<file path="src/rtl/apb_slave_pkg.sv">
// Shared types and constants for the APB scratch register file.
// Register indices are offsets from N_REGS, so they stay valid for any bank size.
package apb_slave_pkg;

    typedef enum logic [0:0] {
        ST_IDLE,
        ST_ACCESS
    } state_e;

    localparam int WAITCFG_IDX_OFS = 0;
    localparam int ID_IDX_OFS      = 1;

    localparam int WAITCFG_W = 4;

    // Same encoding as the AHB-side OKAY/ERROR response.
    localparam logic PSLVERR_OKAY  = 1'b0;
    localparam logic PSLVERR_ERROR = 1'b1;

endpackage

</file>
<file path="src/rtl/apb_slave_regfile_if.sv">
// APB4 bus bundle between the bridge's master port and the register file.
// The clock and reset are kept outside the interface as plain ports.
interface apb_slave_regfile_if #(
    parameter int PADDR_SIZE = 8,
    parameter int PDATA_SIZE = 32
);

    logic                    PSEL;
    logic                    PENABLE;
    logic [2:0]              PPROT;
    logic                    PWRITE;
    logic [PDATA_SIZE/8-1:0] PSTRB;
    logic [PADDR_SIZE-1:0]   PADDR;
    logic [PDATA_SIZE-1:0]   PWDATA;
    logic [PDATA_SIZE-1:0]   PRDATA;
    logic                    PREADY;
    logic                    PSLVERR;

    modport master (
        output PSEL, PENABLE, PPROT, PWRITE, PSTRB, PADDR, PWDATA,
        input  PRDATA, PREADY, PSLVERR
    );

    modport slave (
        input  PSEL, PENABLE, PPROT, PWRITE, PSTRB, PADDR, PWDATA,
        output PRDATA, PREADY, PSLVERR
    );

endinterface

</file>
<file path="src/rtl/apb_wait_gen.sv">
// Loadable wait-state down-counter; doneNext_o flags the edge on which
// PREADY must rise so that exactly the loaded number of wait cycles is seen.
module apb_wait_gen
    import apb_slave_pkg::*;
(
    input  logic                 clk_i,
    input  logic                 rst_ni,
    input  logic                 load_i,
    input  logic [WAITCFG_W-1:0] loadVal_i,
    input  logic                 en_i,
    output logic                 doneNext_o
);

    logic [WAITCFG_W-1:0] cnt_q;
    logic [WAITCFG_W-1:0] cnt_d;

    always_comb begin
        cnt_d = cnt_q;
        if (load_i) begin
            cnt_d = loadVal_i;
        end else if (en_i && (cnt_q != '0)) begin
            cnt_d = cnt_q - 1'b1;
        end
    end

    always_ff @(posedge clk_i or negedge rst_ni) begin
        if (!rst_ni) begin
            cnt_q <= '0;
        end else begin
            cnt_q <= cnt_d;
        end
    end

    assign doneNext_o = en_i && (cnt_q == WAITCFG_W'(1));

endmodule

</file>
<file path="src/rtl/apb_slave_regfile.sv">
// APB4 completer: byte-strobed scratch bank, WAITCFG wait-state register and
// read-only ID. Read data and error are decided at setup and held registered.
module apb_slave_regfile
    import apb_slave_pkg::*;
#(
    parameter int          PADDR_SIZE  = 8,
    parameter int          PDATA_SIZE  = 32,
    parameter int          N_REGS      = 16,
    parameter int          WAIT_STATES = 2,
    parameter logic [31:0] ID_VALUE    = 32'hA5B0_0001
) (
    input  logic                PCLK,
    input  logic                PRESETn,
    apb_slave_regfile_if.slave  apb
);

    localparam int IDX_W = PADDR_SIZE - 2;
    localparam int NB    = PDATA_SIZE / 8;

    localparam logic [IDX_W-1:0]      WAITCFG_I = IDX_W'(N_REGS + WAITCFG_IDX_OFS);
    localparam logic [IDX_W-1:0]      ID_I      = IDX_W'(N_REGS + ID_IDX_OFS);
    localparam logic [PDATA_SIZE-1:0] ID_WORD   = PDATA_SIZE'(ID_VALUE);
    localparam logic [WAITCFG_W-1:0]  WAIT_RST  = WAITCFG_W'(WAIT_STATES);

    state_e                state_q, state_d;
    logic                  ready_q, ready_d;
    logic                  slvErr_q, slvErr_d;
    logic [PDATA_SIZE-1:0] rdData_q, rdData_d;
    logic [PDATA_SIZE-1:0] regs_q [N_REGS];
    logic [PDATA_SIZE-1:0] regs_d [N_REGS];
    logic [WAITCFG_W-1:0]  waitCfg_q, waitCfg_d;

    logic [IDX_W-1:0]      idx;
    logic [PDATA_SIZE-1:0] readVal;
    logic                  isScratch;
    logic                  accErr;
    logic                  waitLoad;
    logic                  waitEn;
    logic                  waitDone;
    logic                  unusedBits;

    assign idx        = apb.PADDR[PADDR_SIZE-1:2];
    assign unusedBits = ^{apb.PPROT[2:1], apb.PADDR[1:0]};

    always_comb begin
        readVal   = '0;
        isScratch = 1'b0;
        for (int i = 0; i < N_REGS; i++) begin
            if (idx == IDX_W'(i)) begin
                readVal   = regs_q[i];
                isScratch = 1'b1;
            end
        end
        if (idx == WAITCFG_I) begin
            readVal = PDATA_SIZE'(waitCfg_q);
        end
        if (idx == ID_I) begin
            readVal = ID_WORD;
        end

        accErr = PSLVERR_OKAY;
        if (!isScratch && (idx != WAITCFG_I) && (idx != ID_I)) begin
            accErr = PSLVERR_ERROR;
        end else if (apb.PWRITE && (idx == ID_I)) begin
            accErr = PSLVERR_ERROR;
        end else if (apb.PWRITE && (idx == WAITCFG_I) && !apb.PPROT[0]) begin
            accErr = PSLVERR_ERROR;
        end
    end

    // Writes land on the completion edge, using the error verdict taken at setup.
    always_comb begin
        state_d   = state_q;
        ready_d   = ready_q;
        slvErr_d  = slvErr_q;
        rdData_d  = rdData_q;
        regs_d    = regs_q;
        waitCfg_d = waitCfg_q;
        waitLoad  = 1'b0;
        waitEn    = 1'b0;

        case (state_q)
            ST_IDLE: begin
                ready_d  = 1'b0;
                slvErr_d = PSLVERR_OKAY;
                rdData_d = '0;
                if (apb.PSEL && !apb.PENABLE) begin
                    state_d  = ST_ACCESS;
                    waitLoad = 1'b1;
                    ready_d  = (waitCfg_q == '0);
                    slvErr_d = accErr;
                    rdData_d = (apb.PWRITE || accErr) ? '0 : readVal;
                end
            end
            ST_ACCESS: begin
                if (!apb.PSEL) begin
                    state_d  = ST_IDLE;
                    ready_d  = 1'b0;
                    slvErr_d = PSLVERR_OKAY;
                    rdData_d = '0;
                end else if (apb.PENABLE && ready_q) begin
                    if (apb.PWRITE && (slvErr_q == PSLVERR_OKAY)) begin
                        for (int i = 0; i < N_REGS; i++) begin
                            if (idx == IDX_W'(i)) begin
                                for (int b = 0; b < NB; b++) begin
                                    if (apb.PSTRB[b]) begin
                                        regs_d[i][8*b +: 8] = apb.PWDATA[8*b +: 8];
                                    end
                                end
                            end
                        end
                        if ((idx == WAITCFG_I) && apb.PSTRB[0]) begin
                            waitCfg_d = apb.PWDATA[WAITCFG_W-1:0];
                        end
                    end
                    state_d  = ST_IDLE;
                    ready_d  = 1'b0;
                    slvErr_d = PSLVERR_OKAY;
                    rdData_d = '0;
                end else if (apb.PENABLE) begin
                    waitEn  = 1'b1;
                    ready_d = waitDone;
                end
            end
            default: begin
                state_d = ST_IDLE;
            end
        endcase
    end

    always_ff @(posedge PCLK or negedge PRESETn) begin
        if (!PRESETn) begin
            state_q   <= ST_IDLE;
            ready_q   <= 1'b0;
            slvErr_q  <= PSLVERR_OKAY;
            rdData_q  <= '0;
            waitCfg_q <= WAIT_RST;
            for (int i = 0; i < N_REGS; i++) begin
                regs_q[i] <= '0;
            end
        end else begin
            state_q   <= state_d;
            ready_q   <= ready_d;
            slvErr_q  <= slvErr_d;
            rdData_q  <= rdData_d;
            waitCfg_q <= waitCfg_d;
            regs_q    <= regs_d;
        end
    end

    apb_wait_gen uWaitGen (
        .clk_i      (PCLK),
        .rst_ni     (PRESETn),
        .load_i     (waitLoad),
        .loadVal_i  (waitCfg_q),
        .en_i       (waitEn),
        .doneNext_o (waitDone)
    );

    assign apb.PREADY  = ready_q;
    assign apb.PSLVERR = slvErr_q;
    assign apb.PRDATA  = rdData_q;

endmodule

</file>
<file path="src/flat_wrapper.sv">
// flat-port wrapper written by rule: the top's interface ports become plain ports
module apb_slave_regfile_flat import apb_slave_pkg::*;
#(
    parameter int          PADDR_SIZE  = 8,
    parameter int          PDATA_SIZE  = 32,
    parameter int          N_REGS      = 16,
    parameter int          WAIT_STATES = 2,
    parameter logic [31:0] ID_VALUE    = 32'hA5B0_0001
)
  (PCLK, PRESETn, apb_PSEL, apb_PENABLE, apb_PPROT, apb_PWRITE, apb_PSTRB, apb_PADDR, apb_PWDATA, apb_PRDATA, apb_PREADY, apb_PSLVERR);
  apb_slave_regfile_if #(.PADDR_SIZE(PADDR_SIZE), .PDATA_SIZE(PDATA_SIZE)) apb_i ();
  input  logic PCLK;
  input  logic PRESETn;
  input wire logic [$bits(apb_i.PSEL)-1:0] apb_PSEL;
  input wire logic [$bits(apb_i.PENABLE)-1:0] apb_PENABLE;
  input wire logic [$bits(apb_i.PPROT)-1:0] apb_PPROT;
  input wire logic [$bits(apb_i.PWRITE)-1:0] apb_PWRITE;
  input wire logic [$bits(apb_i.PSTRB)-1:0] apb_PSTRB;
  input wire logic [$bits(apb_i.PADDR)-1:0] apb_PADDR;
  input wire logic [$bits(apb_i.PWDATA)-1:0] apb_PWDATA;
  output wire logic [$bits(apb_i.PRDATA)-1:0] apb_PRDATA;
  output wire logic [$bits(apb_i.PREADY)-1:0] apb_PREADY;
  output wire logic [$bits(apb_i.PSLVERR)-1:0] apb_PSLVERR;
  assign apb_i.PSEL = apb_PSEL;
  assign apb_i.PENABLE = apb_PENABLE;
  assign apb_i.PPROT = apb_PPROT;
  assign apb_i.PWRITE = apb_PWRITE;
  assign apb_i.PSTRB = apb_PSTRB;
  assign apb_i.PADDR = apb_PADDR;
  assign apb_i.PWDATA = apb_PWDATA;
  assign apb_PRDATA = apb_i.PRDATA;
  assign apb_PREADY = apb_i.PREADY;
  assign apb_PSLVERR = apb_i.PSLVERR;
  apb_slave_regfile #(.PADDR_SIZE(PADDR_SIZE), .PDATA_SIZE(PDATA_SIZE), .N_REGS(N_REGS), .WAIT_STATES(WAIT_STATES), .ID_VALUE(ID_VALUE)) u_core (.PCLK(PCLK), .PRESETn(PRESETn), .apb(apb_i));
endmodule
</file>
<file path="config.mk">
export PLATFORM = sky130hd
export DESIGN_NAME = apb_slave_regfile_flat
export DESIGN_NICKNAME = d
export VERILOG_FILES = /design/src/rtl/apb_slave_pkg.sv /design/src/rtl/apb_slave_regfile_if.sv /design/src/rtl/apb_wait_gen.sv /design/src/rtl/apb_slave_regfile.sv /design/src/flat_wrapper.sv
export SDC_FILE = /design/constraint.sdc
export NUM_CORES = 1
export LEC_CHECK = 0
export ABC_AREA = 0
export CORE_AREA = 2 2 221 223
export CTS_CLUSTER_SIZE = 16
export DETAILED_ROUTE_END_ITERATION = 10
export DIE_AREA = 0 0 223 225
export PLACE_DENSITY_LB_ADDON = 0.08
export SLEW_MARGIN = 0
export SYNTH_ARGS = -nofsm -noshare
export SYNTH_HDL_FRONTEND = slang
export SYNTH_SLANG_ARGS = --single-unit
</file>
<file path="constraint.sdc">
create_clock -name PCLK -period 4.5 [get_ports PCLK]
set_clock_uncertainty 0.1 [all_clocks]
set_input_delay 0.9 -clock PCLK [delete_from_list [all_inputs] [get_ports PCLK]]
set_output_delay 0.9 -clock PCLK [all_outputs]
set_load 0.05 [all_outputs]
</file>
# Word-level counts from Yosys, hierarchy flattened
# Cells that the tools add are included.
# word_totals
regBits	555
output_inout_bits	34
word_cells	241
# op_classes
add_sub_neg	1
n_eq_ne	22
mux	62
n_bitwise	2
n_reduce_logical	84
# op_table
operator	n
$mux 32	22
$reduce_and 6->1	64
$pmux 32 s2	1
$eq 6x4->1 const B	8
$mux 1	34
$eq 6x3->1 const B	4
$eq 6x2->1 const B	2
$eq 6x5->1 const B	2
$ne 6x5->1 const B	2
$logic_and 1x1->1	11
$mux 4	2
$eq 6x1->1 const B	1
$logic_not 6->1	1
$pmux 1 s2	3
$reduce_and 5->1	1
$eq 4x1->1 const B	1
$logic_not 4->1	1
$ne 4x4->1 const B	1
$reduce_bool 4->1	1
$sub 4x1->4 const B	1
$logic_not 1->1	3
$ne 3x3->1 const B	1
$not 1->1	2
$reduce_bool 2->1	1
$logic_or 1x1->1	1

# Logic depth before layout (Yosys ltp)
# logic_depth
depth_word	25
ltp_mapped	10

# By module
# A second synthesis with hierarchy kept.
# hier_totals
hier_cells	1993
hier_area_um2	25753.4
# modules_own_cells
mod	n_inst	cells_each	area_each_um2	seq_area_each_um2
apb_slave_regfile	1	1963	25486.9	13789.5
apb_wait_gen	1	30	266.5	100.1

# Worst setup path before layout
# OpenSTA, ideal clock, no wires.
# synth_path
kind	input to register
from	input apb_PADDR[5]
to	register u_core.regs_q[0] (netlist name)
t_arrival_ns	2.569
slack_ns	1.706
cell_stages	8
path_buffers	4
cell_sequence	buf_2 -> nor4bb_1 -> buf_2 -> nand2_1 -> buf_2 -> buf_1 -> nor2_2 -> mux2_2
# synth_via
elab_chain_cells	2
# synth_rtl
element	line	text
start, declared	flat_wrapper.sv:19	input wire logic [$bits(apb_i.PADDR)-1:0] apb_PADDR;
$eq 6x4->1	apb_slave_regfile.sv:104	if (idx == IDX_W'(i)) begin
$reduce_and 6->1 (no source line)	n/a	
end signal, assigned	apb_slave_regfile.sv:147	regs_q <= regs_d;
end, declared	apb_slave_regfile.sv:29	logic [PDATA_SIZE-1:0] regs_q [N_REGS];
# No other way between the ends.
# A chain may end at the register's enable or synchronous reset.

# Final worst setup path
# layout_path
from	input apb_PADDR[7]
to	register u_core.regs_q[251] (netlist name)
# Same word-level chain as after synthesis.

==> metrics.yaml <==
hp-class: "input pin to async pin"
synthTopCellsByArea: "dfrtp_1 (52%), mux2_2 (23%), mux4_2 (2.1%)"
cts-htree-levels: 2
setup_viol: 0
start_util: 0.5574
fin_setup_tns_ns: 0
vias: 18520
fin_hold_ws_ns: 0.2182
netlist.area_leader.share: 0.5231
synth_area_leader_cell: "dfrtp_1"
hold_viol: 0
drive_gt1_frac: 0.3787
cpLargestDelayFamily: "simple AND/OR/NAND/NOR gates"
clockBufferDepth: 3
r2r_cells: 5
yosysMostFrequentCell: "dfrtp_1"
ff2ff_setup_slack_ns: 1.28
dpl_cell_area_um2: 28310
die_area_um2: 50180
period_share: 0.8344
report.final.slew_viol_count: 0
viasPerCell: 6.554
cts_root_buffer: "clkbuf_16"
cap_violations: 0
core_um2: 47550
grt_pass1_wl_mm: 119.0
grt_pass1_vias: 19180
rr_endpoint: "u_core.regs_q[459]"
row_count: 80
grt_overflow: 0
syn_nets: 2133
post-cts-setup-buffers: 0
numCtsBuffers: 59
nFillCells: 3681
path_cells: "clkdlybuf4s50_1 > nor4b_4 > nand2_1 > nor2_2 > mux2_2"
status: "completed"
first_pass_iters: 5
fin_crit_ns: 3.755
antenna_found_initial: 0
ys_ff_latch: 555
startpoint_type: "input pin"
clkTransAtPathRegs_ns: 0.05
synthArstFlopShare: 1.000
seq_area_frac_synth: 0.5241
ir_worst_vdd_mv: 0.2584
wl_mm: 77.53
synthCells: 2079
synth_edf_count: 0
pre_cts_ws_ns: 0.2371
wl_per_cell_um: 27.44
post_cts_resize_count: 0
crit_path_end_kind: "flip-flop"
area_growth_pct: 14.10
cpPeakStageDelay_ns: 0.91
grt_max_degree: 93
insertion_delay_ns: 0.62
synth.avg_cell_area_um2: 12.75
slew_headroom: 0.3306
required_ns: 4.89
die_h_um: 225
crit_fanout: 12
rsz0062_at_grt: "no"
finalCoreUtilization: 0.6360
p_per_area_nw_per_um2: 348.3
p_leak_nw: 14.06
gp_congestion: 0.9013
synth_area_um2: 26500
worstSetupPathDepth: 5
io_buffers: 81
layout_setup_ws_ns: 0.7451
grt_usage: 0.3145
dp_hpwl_mm: 50.89
cp.arrival_ns: 4.15
nets: 2222
fin_area_um2: 30240
crit_type: "input pin to flip-flop"
fmax_mhz: 266.3
path_buf_inv: 1
drc: 0
cts_tree: "yes"
drtAntennaViolNets: 0
antenna_cells: 0
synthDistinctLibCells: 75
synthTopCellsByCount: "dfrtp_1 (554), mux2_2 (533), o21ai_0 (90)"
ctsHoldBuffers: 0
dr.first_iter.drc_count: 1552
clkSinkCount: 555
tightest_slew_ns: 0.9950
r2r-start: "u_core.apb.PREADY"
pin_count: 86
yosysWarningCount: 0
slowest_stage: "nor4b_4"
synth_top_flop_cell: "dfrtp_1"
die_x_um: 223
-- worst max-delay path by stage --
stage | endpoint | startpoint
floorplan | u_core.regs_q[0] | apb_PADDR[5]
global placement | u_core.regs_q[250] | apb_PADDR[7]
detailed placement | u_core.regs_q[250] | apb_PADDR[7]
CTS | u_core.regs_q[250] | apb_PADDR[7]
global route | u_core.apb.PRDATA[3] | apb_PADDR[7]
finish | u_core.regs_q[251] | apb_PADDR[7]
-- state kept, by name (all words and copies together), names as in the netlist --
register,cells
u_core.apb.PSLVERR,1
u_core.apb.PREADY,1
u_core.regs_q,512
u_core.apb.PRDATA,32
u_core.state_q,1
u_core.waitCfg_q,4
u_core.uWaitGen.cnt_q,4
-- placed cells by master (no fill, tap or decap), types with 16 or more instances in the layout --
master / netlist / final
nand3_1: 30 / 30
clkbuf_16: 0 / 61
nor2_4: 20 / 20
nor2_2: 45 / 46
nand2_1: 71 / 71
clkdlybuf4s50_1: 0 / 78
nor2_1: 40 / 39
a221oi_1: 22 / 22
clkbuf_8: 0 / 19
a22oi_1: 16 / 16
a21oi_1: 81 / 80
o21ai_0: 90 / 90
mux2_2: 533 / 533
nor3_1: 36 / 35
nor2b_1: 17 / 16
buf_4: 5 / 80
mux2i_1: 46 / 46
mux4_2: 25 / 25
a211oi_1: 22 / 22
dfrtp_1: 554 / 554
-- layer usage --
layer  wire length, um  share of wire  track usage  up-vias
met1             33360           0.43       0.4296     9731
met4              3166          0.041       0.1241        0
met3              4797          0.062      0.05306      181
met2             36210           0.47       0.5054      678
li1                  -              -            -     7926
met5                 0              0            0        -
-- per-stage QoR --
step | std cells | total power [mW]
finish | 2825 | 10.53
floorplan | 2079 | 5.397
global route | 2825 | 10.85
detailed placement | 2722 | 5.751
global placement | 2722 | 5.738
CTS | 2825 | 10.61
-- cells by family (layout without fill, tap and decap cells) --
family,count (synthesis),count (layout),synth area share
fa+ha+maj,2,2,0.0009440
flops,555,555,0.5241
xor+xnor,2,2,0.0006610
mux,608,608,0.2668
simple gates,361,361,0.08030
buf+inv,154,285,0.02483
compound gates,397,397,0.1024
-- final cells by class --
class                           count  area, um^2  share of cell area
Tap cell                          615       769.5             0.02545
Timing Repair Buffer              169        1588             0.05251
Clock buffer                       95        1844             0.06099
Sequential cell                   555       13890              0.4593
Inverter                           13       48.80            0.001614
Clock inverter                      8       90.09            0.002979
Multi-Input combinational cell   1370       12010              0.3972
-- power by group --
part / internal (mW) / switching [mW] / total (mW) / leakage (nW)
combinational: 0.184 / 0.457 / 0.641 / 5.36
clock: 2.88 / 1.98 / 4.87 / 0.958
sequential: 5.01 / 0.0161 / 5.03 / 7.74
total: 8.08 / 2.46 / 10.5 / 14.1
Note: power is estimated with default switching activity, not from simulation.
